### src/rtl/amstrad_io_pkg.sv
// Shared types and constants for the Amstrad I/O write replayer.
package amstrad_io_pkg;

    typedef enum logic [2:0] {
        ST_IDLE,
        ST_REQ,
        ST_SETUP,
        ST_STROBE,
        ST_HOLD,
        ST_RELEASE
    } state_t;

    // Queued OUT cycle: port address plus data byte (24 bits)
    typedef struct packed {
        logic [15:0] addr;
        logic [7:0]  data;
    } io_req_t;

    localparam logic [15:0] PORT_GA     = 16'h7FFF;
    localparam logic [15:0] PORT_ROMSEL = 16'hDFFF;
    localparam logic [1:0]  GA_MMR      = 2'b11;   // gate-array function code in D[7:6]

    function automatic int cyc_max(input int a, input int b, input int c);
        int m;
        m = (a > b) ? a : b;
        return (m > c) ? m : c;
    endfunction

endpackage

### src/rtl/amstrad_io_fifo.sv
// Request FIFO for queued I/O writes; a push into a full FIFO is taken
// only when the head is being popped in the same cycle.
module amstrad_io_fifo
    import amstrad_io_pkg::*;
#(
    parameter int DEPTH = 4
) (
    input  logic    i_clk,
    input  logic    i_reset_n,
    input  logic    i_push,
    input  logic    i_pop,
    input  io_req_t i_data,
    output io_req_t o_data,
    output logic    o_full,
    output logic    o_empty
);
    localparam int AW = $clog2(DEPTH);

    io_req_t         r_mem [DEPTH];
    logic [AW-1:0]   r_wptr;
    logic [AW-1:0]   r_rptr;
    logic [AW:0]     r_count;
    logic            w_push;
    logic            w_pop;

    assign o_full  = (r_count == (AW+1)'(DEPTH));
    assign o_empty = (r_count == '0);
    assign w_pop   = i_pop && !o_empty;
    assign w_push  = i_push && (!o_full || w_pop);
    assign o_data  = r_mem[r_rptr];

    // Storage write; contents need no reset since count gates visibility
    always_ff @(posedge i_clk) begin
        if (w_push) r_mem[r_wptr] <= i_data;
    end

    // Pointer and occupancy tracking, pointers wrap naturally modulo DEPTH
    always_ff @(posedge i_clk) begin
        if (!i_reset_n) begin
            r_wptr  <= '0;
            r_rptr  <= '0;
            r_count <= '0;
        end else begin
            if (w_push) r_wptr <= r_wptr + 1'b1;
            if (w_pop)  r_rptr <= r_rptr + 1'b1;
            case ({w_push, w_pop})
                2'b10:   r_count <= r_count + 1'b1;
                2'b01:   r_count <= r_count - 1'b1;
                default: r_count <= r_count;
            endcase
        end
    end

endmodule

### src/rtl/amstrad_io_replay.sv
// Replays queued Z80-style OUT cycles onto the motherboard I/O bus while
// holding bus ownership; used to restore RAM map / ROM bank without CPU code.
module amstrad_io_replay
    import amstrad_io_pkg::*;
#(
    parameter int DEPTH      = 4,
    parameter int SETUP_CYC  = 1,
    parameter int STROBE_CYC = 2,
    parameter int HOLD_CYC   = 1
) (
    input  logic        i_clk,
    input  logic        i_reset_n,
    input  logic        i_req_valid,
    output logic        o_req_ready,
    input  logic [15:0] i_req_addr,
    input  logic [7:0]  i_req_data,
    output logic        o_bus_req,
    input  logic        i_bus_ack,
    output logic        o_io_wr,
    output logic [15:0] o_io_a,
    output logic [7:0]  o_io_d,
    output logic        o_busy,
    output logic        o_done
);
    localparam int CW = $clog2(cyc_max(SETUP_CYC, STROBE_CYC, HOLD_CYC)) + 1;

    state_t          r_state;
    logic [CW-1:0]   r_cnt;
    logic            r_bus_req;
    logic            r_io_wr;
    logic [15:0]     r_io_a;
    logic [7:0]      r_io_d;
    logic            r_done;

    io_req_t         w_in;
    io_req_t         w_head;
    logic            w_full;
    logic            w_empty;
    logic            w_push;
    logic            w_pop;

    assign w_in.addr   = i_req_addr;
    assign w_in.data   = i_req_data;
    // Entry leaves the FIFO on the edge that moves STROBE into HOLD
    assign w_pop       = (r_state == ST_STROBE) && (r_cnt == '0) && i_bus_ack;
    assign o_req_ready = !w_full || w_pop;
    assign w_push      = i_req_valid && o_req_ready;
    assign o_busy      = !w_empty || (r_state != ST_IDLE);
    assign o_bus_req   = r_bus_req;
    assign o_io_wr     = r_io_wr;
    assign o_io_a      = r_io_a;
    assign o_io_d      = r_io_d;
    assign o_done      = r_done;

    amstrad_io_fifo #(.DEPTH(DEPTH)) u_fifo (
        .i_clk     (i_clk),
        .i_reset_n (i_reset_n),
        .i_push    (w_push),
        .i_pop     (w_pop),
        .i_data    (w_in),
        .o_data    (w_head),
        .o_full    (w_full),
        .o_empty   (w_empty)
    );

    // Bus-cycle sequencer; a lost bus_ack mid-write falls back to REQ and
    // the unpopped head is replayed once the bus is granted again
    always_ff @(posedge i_clk) begin
        if (!i_reset_n) begin
            r_state   <= ST_IDLE;
            r_cnt     <= '0;
            r_bus_req <= 1'b0;
            r_io_wr   <= 1'b0;
            r_io_a    <= '0;
            r_io_d    <= '0;
            r_done    <= 1'b0;
        end else begin
            r_done <= 1'b0;
            case (r_state)
                ST_IDLE: begin
                    if (!w_empty) begin
                        r_state   <= ST_REQ;
                        r_bus_req <= 1'b1;
                    end
                end
                ST_REQ: begin
                    if (i_bus_ack) begin
                        r_state <= ST_SETUP;
                        r_cnt   <= CW'(SETUP_CYC - 1);
                        r_io_a  <= w_head.addr;
                        r_io_d  <= w_head.data;
                    end
                end
                ST_SETUP: begin
                    if (!i_bus_ack) begin
                        r_state <= ST_REQ;
                    end else if (r_cnt != '0) begin
                        r_cnt <= r_cnt - 1'b1;
                    end else begin
                        r_state <= ST_STROBE;
                        r_cnt   <= CW'(STROBE_CYC - 1);
                        r_io_wr <= 1'b1;
                    end
                end
                ST_STROBE: begin
                    if (!i_bus_ack) begin
                        r_state <= ST_REQ;
                        r_io_wr <= 1'b0;
                    end else if (r_cnt != '0) begin
                        r_cnt <= r_cnt - 1'b1;
                    end else begin
                        r_state <= ST_HOLD;
                        r_cnt   <= CW'(HOLD_CYC - 1);
                        r_io_wr <= 1'b0;
                    end
                end
                ST_HOLD: begin
                    if (!i_bus_ack) begin
                        r_state <= ST_REQ;
                    end else if (r_cnt != '0) begin
                        r_cnt <= r_cnt - 1'b1;
                    end else if (!w_empty) begin
                        // keep the bus and chain straight into the next write
                        r_state <= ST_SETUP;
                        r_cnt   <= CW'(SETUP_CYC - 1);
                        r_io_a  <= w_head.addr;
                        r_io_d  <= w_head.data;
                    end else begin
                        r_state   <= ST_RELEASE;
                        r_bus_req <= 1'b0;
                        r_io_a    <= '0;
                        r_io_d    <= '0;
                        r_done    <= 1'b1;
                    end
                end
                ST_RELEASE: r_state <= ST_IDLE;
                default:    r_state <= ST_IDLE;
            endcase
        end
    end

endmodule
### config.mk
export PLATFORM = sky130hd
export DESIGN_NAME = amstrad_io_replay
export DESIGN_NICKNAME = d
export VERILOG_FILES = /design/src/rtl/amstrad_io_pkg.sv /design/src/rtl/amstrad_io_fifo.sv /design/src/rtl/amstrad_io_replay.sv
export SDC_FILE = /design/constraint.sdc
export NUM_CORES = 1
export LEC_CHECK = 0
export BUFFER_PORTS_ARGS = -buffer_cell sky130_fd_sc_hd__buf_2
export CAP_MARGIN = 10
export CORE_ASPECT_RATIO = 0.75
export CORE_MARGIN = 2
export CORE_UTILIZATION = 35
export DETAILED_ROUTE_END_ITERATION = 12
export SLEW_MARGIN = 25
export SYNTH_ARGS = -nofsm -noshare
export SYNTH_HDL_FRONTEND = slang
export SYNTH_HIERARCHICAL = 1
export SYNTH_SLANG_ARGS = --single-unit
### constraint.sdc
create_clock -name i_clk -period 2.75 [get_ports i_clk]
set_input_delay 0.4125 -clock i_clk [delete_from_list [all_inputs] [get_ports i_clk]]
set_output_delay 0.4125 -clock i_clk [all_outputs]
set_load 0.01 [all_outputs]
After elaboration in Yosys (flattened, before gate mapping)
Memory sizes are Yosys's and may differ from the RTL's. A register that Yosys moved wholly into a read port is not among the register bits.
Cells that the tools add are included.
{"block": "totals", "reg_bits": 39, "ramBits": 96, "out_inout_bits": 29, "n_memories": 1, "input_bits": 28, "wordCells": 109}
{"block": "classes", "reduce_logical": 26, "bitwise_logic": 3, "mux": 45, "addsub": 5, "n_eq_ne": 19}
{"memory": "u_fifo.r_mem", "depth": 4, "width": 24, "rd": 1, "rd_clocked_by_memory_dff": 1, "wr": 1, "line_no": "amstrad_io_fifo.sv:19", "source": "io_req_t r_mem [DEPTH];"}
{"op": "two-way mux 16 bit", "count": 4}
{"op": "two-way mux 8 bit", "count": 4}
{"op": "case mux 16 bit (2 select lines)", "count": 1}
{"op": "two-way mux 3 bit", "count": 9}
{"op": "two-way mux 2 bit", "count": 10}
{"op": "case mux 8 bit (2 select lines)", "count": 1}
{"op": "case mux 3 bit (5 select lines)", "count": 1}
{"op": "inequality test 2 bit, second input constant", "count": 7}
{"op": "inequality test 3 bit, second input constant", "count": 4}
{"op": "two-way mux 1 bit", "count": 11}
{"op": "AND reduction 5 bit", "count": 2}
{"op": "nonzero test 2 bit", "count": 5}
{"op": "case mux 2 bit (4 select lines)", "count": 1}
{"op": "AND reduction 4 bit", "count": 2}
{"op": "equality test 3 x 2 -> 1 bit, second input constant", "count": 2}
{"op": "equality test 3 bit, second input constant", "count": 2}
{"op": "logical NOT 3 bit", "count": 2}
{"op": "case mux 3 bit (2 select lines)", "count": 1}
{"op": "AND reduction 6 bit", "count": 1}
{"op": "logical AND 1 bit", "count": 5}
{"op": "adder 2 x 1 -> 2 bit, second input constant", "count": 2}
{"op": "case mux 1 bit (2 select lines)", "count": 2}
{"op": "nonzero test 4 bit", "count": 1}
{"op": "OR reduction 4 bit", "count": 1}
{"op": "12 further kinds", "count": 17}

Logic depth before layout (Yosys ltp)
{"block": "depth", "ltp_word": 8, "ltp_mapped": 13, "mapped_depth_nobuf": 12}

Modules after synthesis
The synthesis kept the hierarchy.
{"mod": "amstrad_io_fifo", "cells_each": 180, "area_per_inst_um2": 3966.3, "seq_area_each_um2": 3062.9, "n_inst": 1}
{"mod": "amstrad_io_replay", "cells_each": 170, "area_per_inst_um2": 1582.8, "seq_area_each_um2": 640.6, "n_inst": 1}

Worst setup path before layout
OpenSTA, ideal clock, no wires.
{"block": "synth_timing", "kind": "register to register", "from": "register r_state[2]", "to": "memory u_fifo/r_mem[0][0] (netlist bit) (enable)", "synth_period_minus_slack_ns": 2.626, "path_slack_ns": 0.124, "arrival_time_ns": 2.243, "path_buffers": 1, "stages_incl_launch_ff": 8, "path_cell_list": "dfxtp_1 -> buf_6 -> nor2b_1 -> nand2_1 -> o21ai_0 -> and2_1 -> a21boi_2 -> and2_1"}
{"block": "synth_via", "elab_chain_len": 8, "word_cells_on_any_way": 10, "classes_between": "eq/ne (1); mux (2); reduce/logical (7)"}
{"item": "from (decl)", "line_no": "amstrad_io_replay.sv:27", "source": "state_t r_state;"}
{"item": "from (signal assigned)", "line_no": "amstrad_io_replay.sv:70", "source": "r_state <= ST_IDLE;"}
{"item": "from (signal assigned)", "line_no": "amstrad_io_replay.sv:82", "source": "r_state <= ST_REQ;"}
{"item": "from (signal assigned)", "line_no": "amstrad_io_replay.sv:88", "source": "r_state <= ST_SETUP;"}
{"item": "equality test 3 x 2 -> 1 bit", "line_no": "amstrad_io_replay.sv:45", "source": "assign w_pop = (r_state == ST_STROBE) && (r_cnt == '0) && i_bus_ack;"}
{"item": "logical AND 1 bit (2 in series)", "line_no": "amstrad_io_replay.sv:45"}
{"item": "logical OR 1 bit", "line_no": "amstrad_io_replay.sv:46", "source": "assign o_req_ready = !w_full || w_pop;"}
{"item": "via o_req_ready", "line_no": "amstrad_io_replay.sv:14", "source": "output logic o_req_ready,"}
{"item": "logical AND 1 bit", "line_no": "amstrad_io_replay.sv:47", "source": "assign w_push = i_req_valid && o_req_ready;"}
{"item": "via w_push", "line_no": "amstrad_io_replay.sv:39", "source": "logic w_push;"}
{"item": "logical AND 1 bit", "line_no": "amstrad_io_fifo.sv:29", "source": "assign w_push = i_push && (!o_full || w_pop);"}
{"item": "two-way mux 1 bit", "line_no": "amstrad_io_fifo.sv:34", "source": "if (w_push) r_mem[r_wptr] <= i_data;"}
{"item": "two-way mux 1 bit (not written as such)", "line_no": "amstrad_io_fifo.sv:34"}
{"item": "to (decl)", "line_no": "amstrad_io_fifo.sv:19"}
The timed path passes the listed nets, and every way through them passes these cells.

Final worst setup path
{"block": "layout_timing", "from": "register u_fifo.r_count[2]", "to": "register u_fifo.r_count[2]"}
{"block": "layout_via", "elab_chain_len": 7, "word_cells_on_any_way": 15, "classes_between": "add/sub (2); eq/ne (3); mux (1); reduce/logical (9)"}
{"item": "from (decl)", "line_no": "amstrad_io_fifo.sv:22", "source": "logic [AW:0] r_count;"}
{"item": "from (signal assigned)", "line_no": "amstrad_io_fifo.sv:47", "source": "2'b10: r_count <= r_count + 1'b1;"}
{"item": "from (signal assigned)", "line_no": "amstrad_io_fifo.sv:48", "source": "2'b01: r_count <= r_count - 1'b1;"}
{"item": "from (signal assigned)", "line_no": "amstrad_io_fifo.sv:49", "source": "default: r_count <= r_count;"}
{"item": "equality test 3 bit *", "line_no": "amstrad_io_fifo.sv:26", "source": "assign o_full = (r_count == (AW+1)'(DEPTH));"}
{"item": "via w_full", "line_no": "amstrad_io_replay.sv:37", "source": "logic w_full;"}
{"item": "logical NOT 1 bit *", "line_no": "amstrad_io_replay.sv:46"}
{"item": "logical OR 1 bit *", "line_no": "amstrad_io_replay.sv:46"}
{"item": "logical AND 1 bit *", "line_no": "amstrad_io_replay.sv:47"}
{"item": "via w_push", "line_no": "amstrad_io_replay.sv:39"}
{"item": "logical AND 1 bit *", "line_no": "amstrad_io_fifo.sv:29"}
{"item": "equality test 2 x 1 -> 1 bit / equality test 2 bit (equally long branches)", "line_no": "amstrad_io_fifo.sv:46", "source": "case ({w_push, w_pop})"}
{"item": "case mux 3 bit (2 select lines) / nonzero test 2 bit (equally long branches)"}
Mark *: on every way through the listed nets, which the timed path passes. The rest lies on a longest branch.
A chain may end at the register's enable or synchronous reset.

==> metrics <==
core box area=15370 µm²; Crit Path Max Fanout=4; Peak VDD IR=0.3872 mV; Pwr Density=781.5 nW/µm²; Layout fillers=1356; CTS clk-pin slew, worst paths=0.06 ns; Port Buffers=56; Avg Inst Size Synth=15.85 µm²; Worst Clk Skew=0.007205 ns; layout cells sized above 1=29.95%; TritonCTS clock tree=built; CP arrival=2.77 ns; first-pass GRT wire length=16670 µm; mean routed wirelength per cell=16.45 µm; Nets=455; leakage power=2.407 nW; Synth Instances=350; Antenna Violating Nets Remaining=0; Clock Latency Late Sink=0.41 ns; io pins=57; final setup vio count=0; fin crit period=2.425 ns; worst-margin pin slew=0.8774 ns; crit path launch type=register; Inserted Clock Buffers=17; ys async rst share=0%; Worst setup EP type=register; Core Rows=39; RSZ-0062 raised after global routing=false; Die Area=16890 µm²; CTS root buf=clkbuf_16; Post-Syn Area=5549 µm²; Synth Area in Compound Gates=3.202%; H-Tree Depth=4; vias in the first global route=3095; Final TNS setup=0 ns; post-synthesis sequential area ratio=66.74%; post-synthesis net count=384; fin. max-slew vios=0; XOR/XNOR Fraction of Synth Area=0.3157%; CTS sink count=137; Detailed Routing Iterations Pass 1=4; initial core utilization=36.10%; EDFF count, synth=96; Setup Crit Path Kind=register to register; largest family of logic cells by synthesized area=multiplexers; initial antenna violation count=1; largest net degree at the start of global routing=27; GRT Resource Usage Total=13.47%; fin util=43.44%; Die Y=113.0 µm; Final Hold Viols=0; DPL Wire Length=6609 µm; area of the multi-input gates=1668 µm²; YS warnings=6; period utilization=88.20%; worst-case clock buffer depth=2; Req. time, crit path=3.09 ns; Sequential cell area=3705 µm²; largest cells by area after synthesis=edfxtp_1, dfxtp_1, mux4_2; vias per inst=4.789; max-cap viol count=0; post-CTS sizing=0; # hold bufs at CTS=0; setup bufs post-CTS=0; Die X=149.4 µm; simple-gate area share of the yosys netlist=10.08%; Synth cell types=43; Synth Register Bits=137; cell total after placement=607; via count=3065; post-synthesis adder-cell area fraction=1.488%; GP Congestion=0.7628; share of the synthesized area in the top cell type=51.95%; # DRC=0; DRT Wirelength=10530 µm; area leader, netlist=edfxtp_1; Layout area overhead=20.32%; Worst slew margin=41.44%; mux contribution to synthesized area=14.97%; Synth Flop Type=edfxtp_1; total grt overflow=0; status=complete, no violations; Hold Path Class=input port to register; final std cells w/o fill=640; drt initial violations=218; Achievable Freq=412.3 MHz
-- power breakdown --
group	internal (mW)	total, mW	switching [mW]
clock	1.44	2.23	0.791
combinational	0.271	0.588	0.317
sequential	2.35	2.40	0.0521
total	4.06	5.22	1.16
-- kinds of logic (layout without fill, tap and decap cells) --
group,Yosys count,after routing
buf+inv,26,110
other cells,0,1
compound gates,28,28
mux,53,53
flops,137,137
fa+ha+maj,6,6
xor+xnor,2,2
simple gates,98,98
-- registers in the layout, indices dropped and copies added, names as in the netlist, named ones only --
| name | count |
|---|---|
| o_io_d | 8 |
| u_fifo/r_wptr | 2 |
| o_io_a | 16 |
| u_fifo/r_rptr | 2 |
| o_io_wr | 1 |
| r_cnt | 2 |
| o_done | 1 |
| r_state | 3 |
| o_bus_req | 1 |
| u_fifo/r_count | 3 |
| u_fifo/r_mem | 96 |
-- layout by cell type, fill, tap and decap left out, drive strengths merged, types with 14 or more instances in the layout --
master  count
and2b      16
buf        70
clkbuf     23
dfxtp      41
edfxtp     96
mux2i      29
mux4       24
nand2      15
nor2       29
o21ai      14
-- Yosys cell counts (all sizes together), types with 2 or more instances --
master and instances:
ha 5, mux4 24, mux2i 29, nor2 29
and2b 16, or4b 2, dfxtp 41, nand2 15
nand3b 2, clkbuf 6, inv 8, edfxtp 96
a21boi 3, or3 2, and2 8, nor3b 2
nor2b 12, buf 12, o21ai 14, a21oi 6
nand3 3, nor3 3
-- layout make-up --
type                            instances  share of cell area [%]
Inverter                                8                  0.4498
Multi-Input combinational cell        187                   24.98
Sequential cell                       137                   55.49
Antenna cell                            1                 0.03748
Tap cell                              205                   3.842
Timing Repair Buffer                   70                   6.522
Clock buffer                           23                   6.859
Clock inverter                          9                   1.818
-- critical path: stages, from the launching register on --
cell and delay, ns:
dfxtp_1 0.37, nor3b_2 0.23, o21ai_0 0.14, and2_1 0.17, a21boi_2 0.16, inv_1 0.07, ha_1 0.18, inv_1 0.06
fa_1 0.37, xor2_1 0.15, or3_1 0.31, a21boi_1 0.15
-- layer usage --
layer | up-vias | wire length [µm] | GRT usage, % | share of wire (%)
met2 | 74 | 5013 | 21.07 | 48
li1 | 1446 | - | - | -
met5 | - | 0 | 0 | 0
met1 | 1529 | 4745 | 16.69 | 45
met4 | 0 | 259 | 7.302 | 2.5
met3 | 16 | 506 | 4.315 | 4.8
-- per-stage QoR --
step	power [mW]	cell area (µm²)	hold WS (ns)	worst slack (ns)
after floorplan	2.845	5549	0.4559	0.1242
after global placement	3.017	6095	0.4671	0.3406
after detailed placement	3.035	6095	0.4778	0.2499
after CTS	5.286	6674	0.1948	0.3331
after global routing	5.447	6674	0.1987	0.1398
final	5.218	6676	0.2132	0.3246
-- path summary, 6_finish.rpt --
path	to	depth (start not counted)	from	slack [ns]
min	u_fifo/r_mem[3][3]	1	i_req_data[3]	0.21
max	u_fifo/r_count[2]	11	u_fifo/r_count[2]	0.32
max reg2reg	u_fifo/r_count[2]	11	u_fifo/r_count[2]	0.32
min reg2reg	o_io_a[14]	2	o_io_a[14]	0.49
No activity file was read; power rests on OpenSTA's default activity.
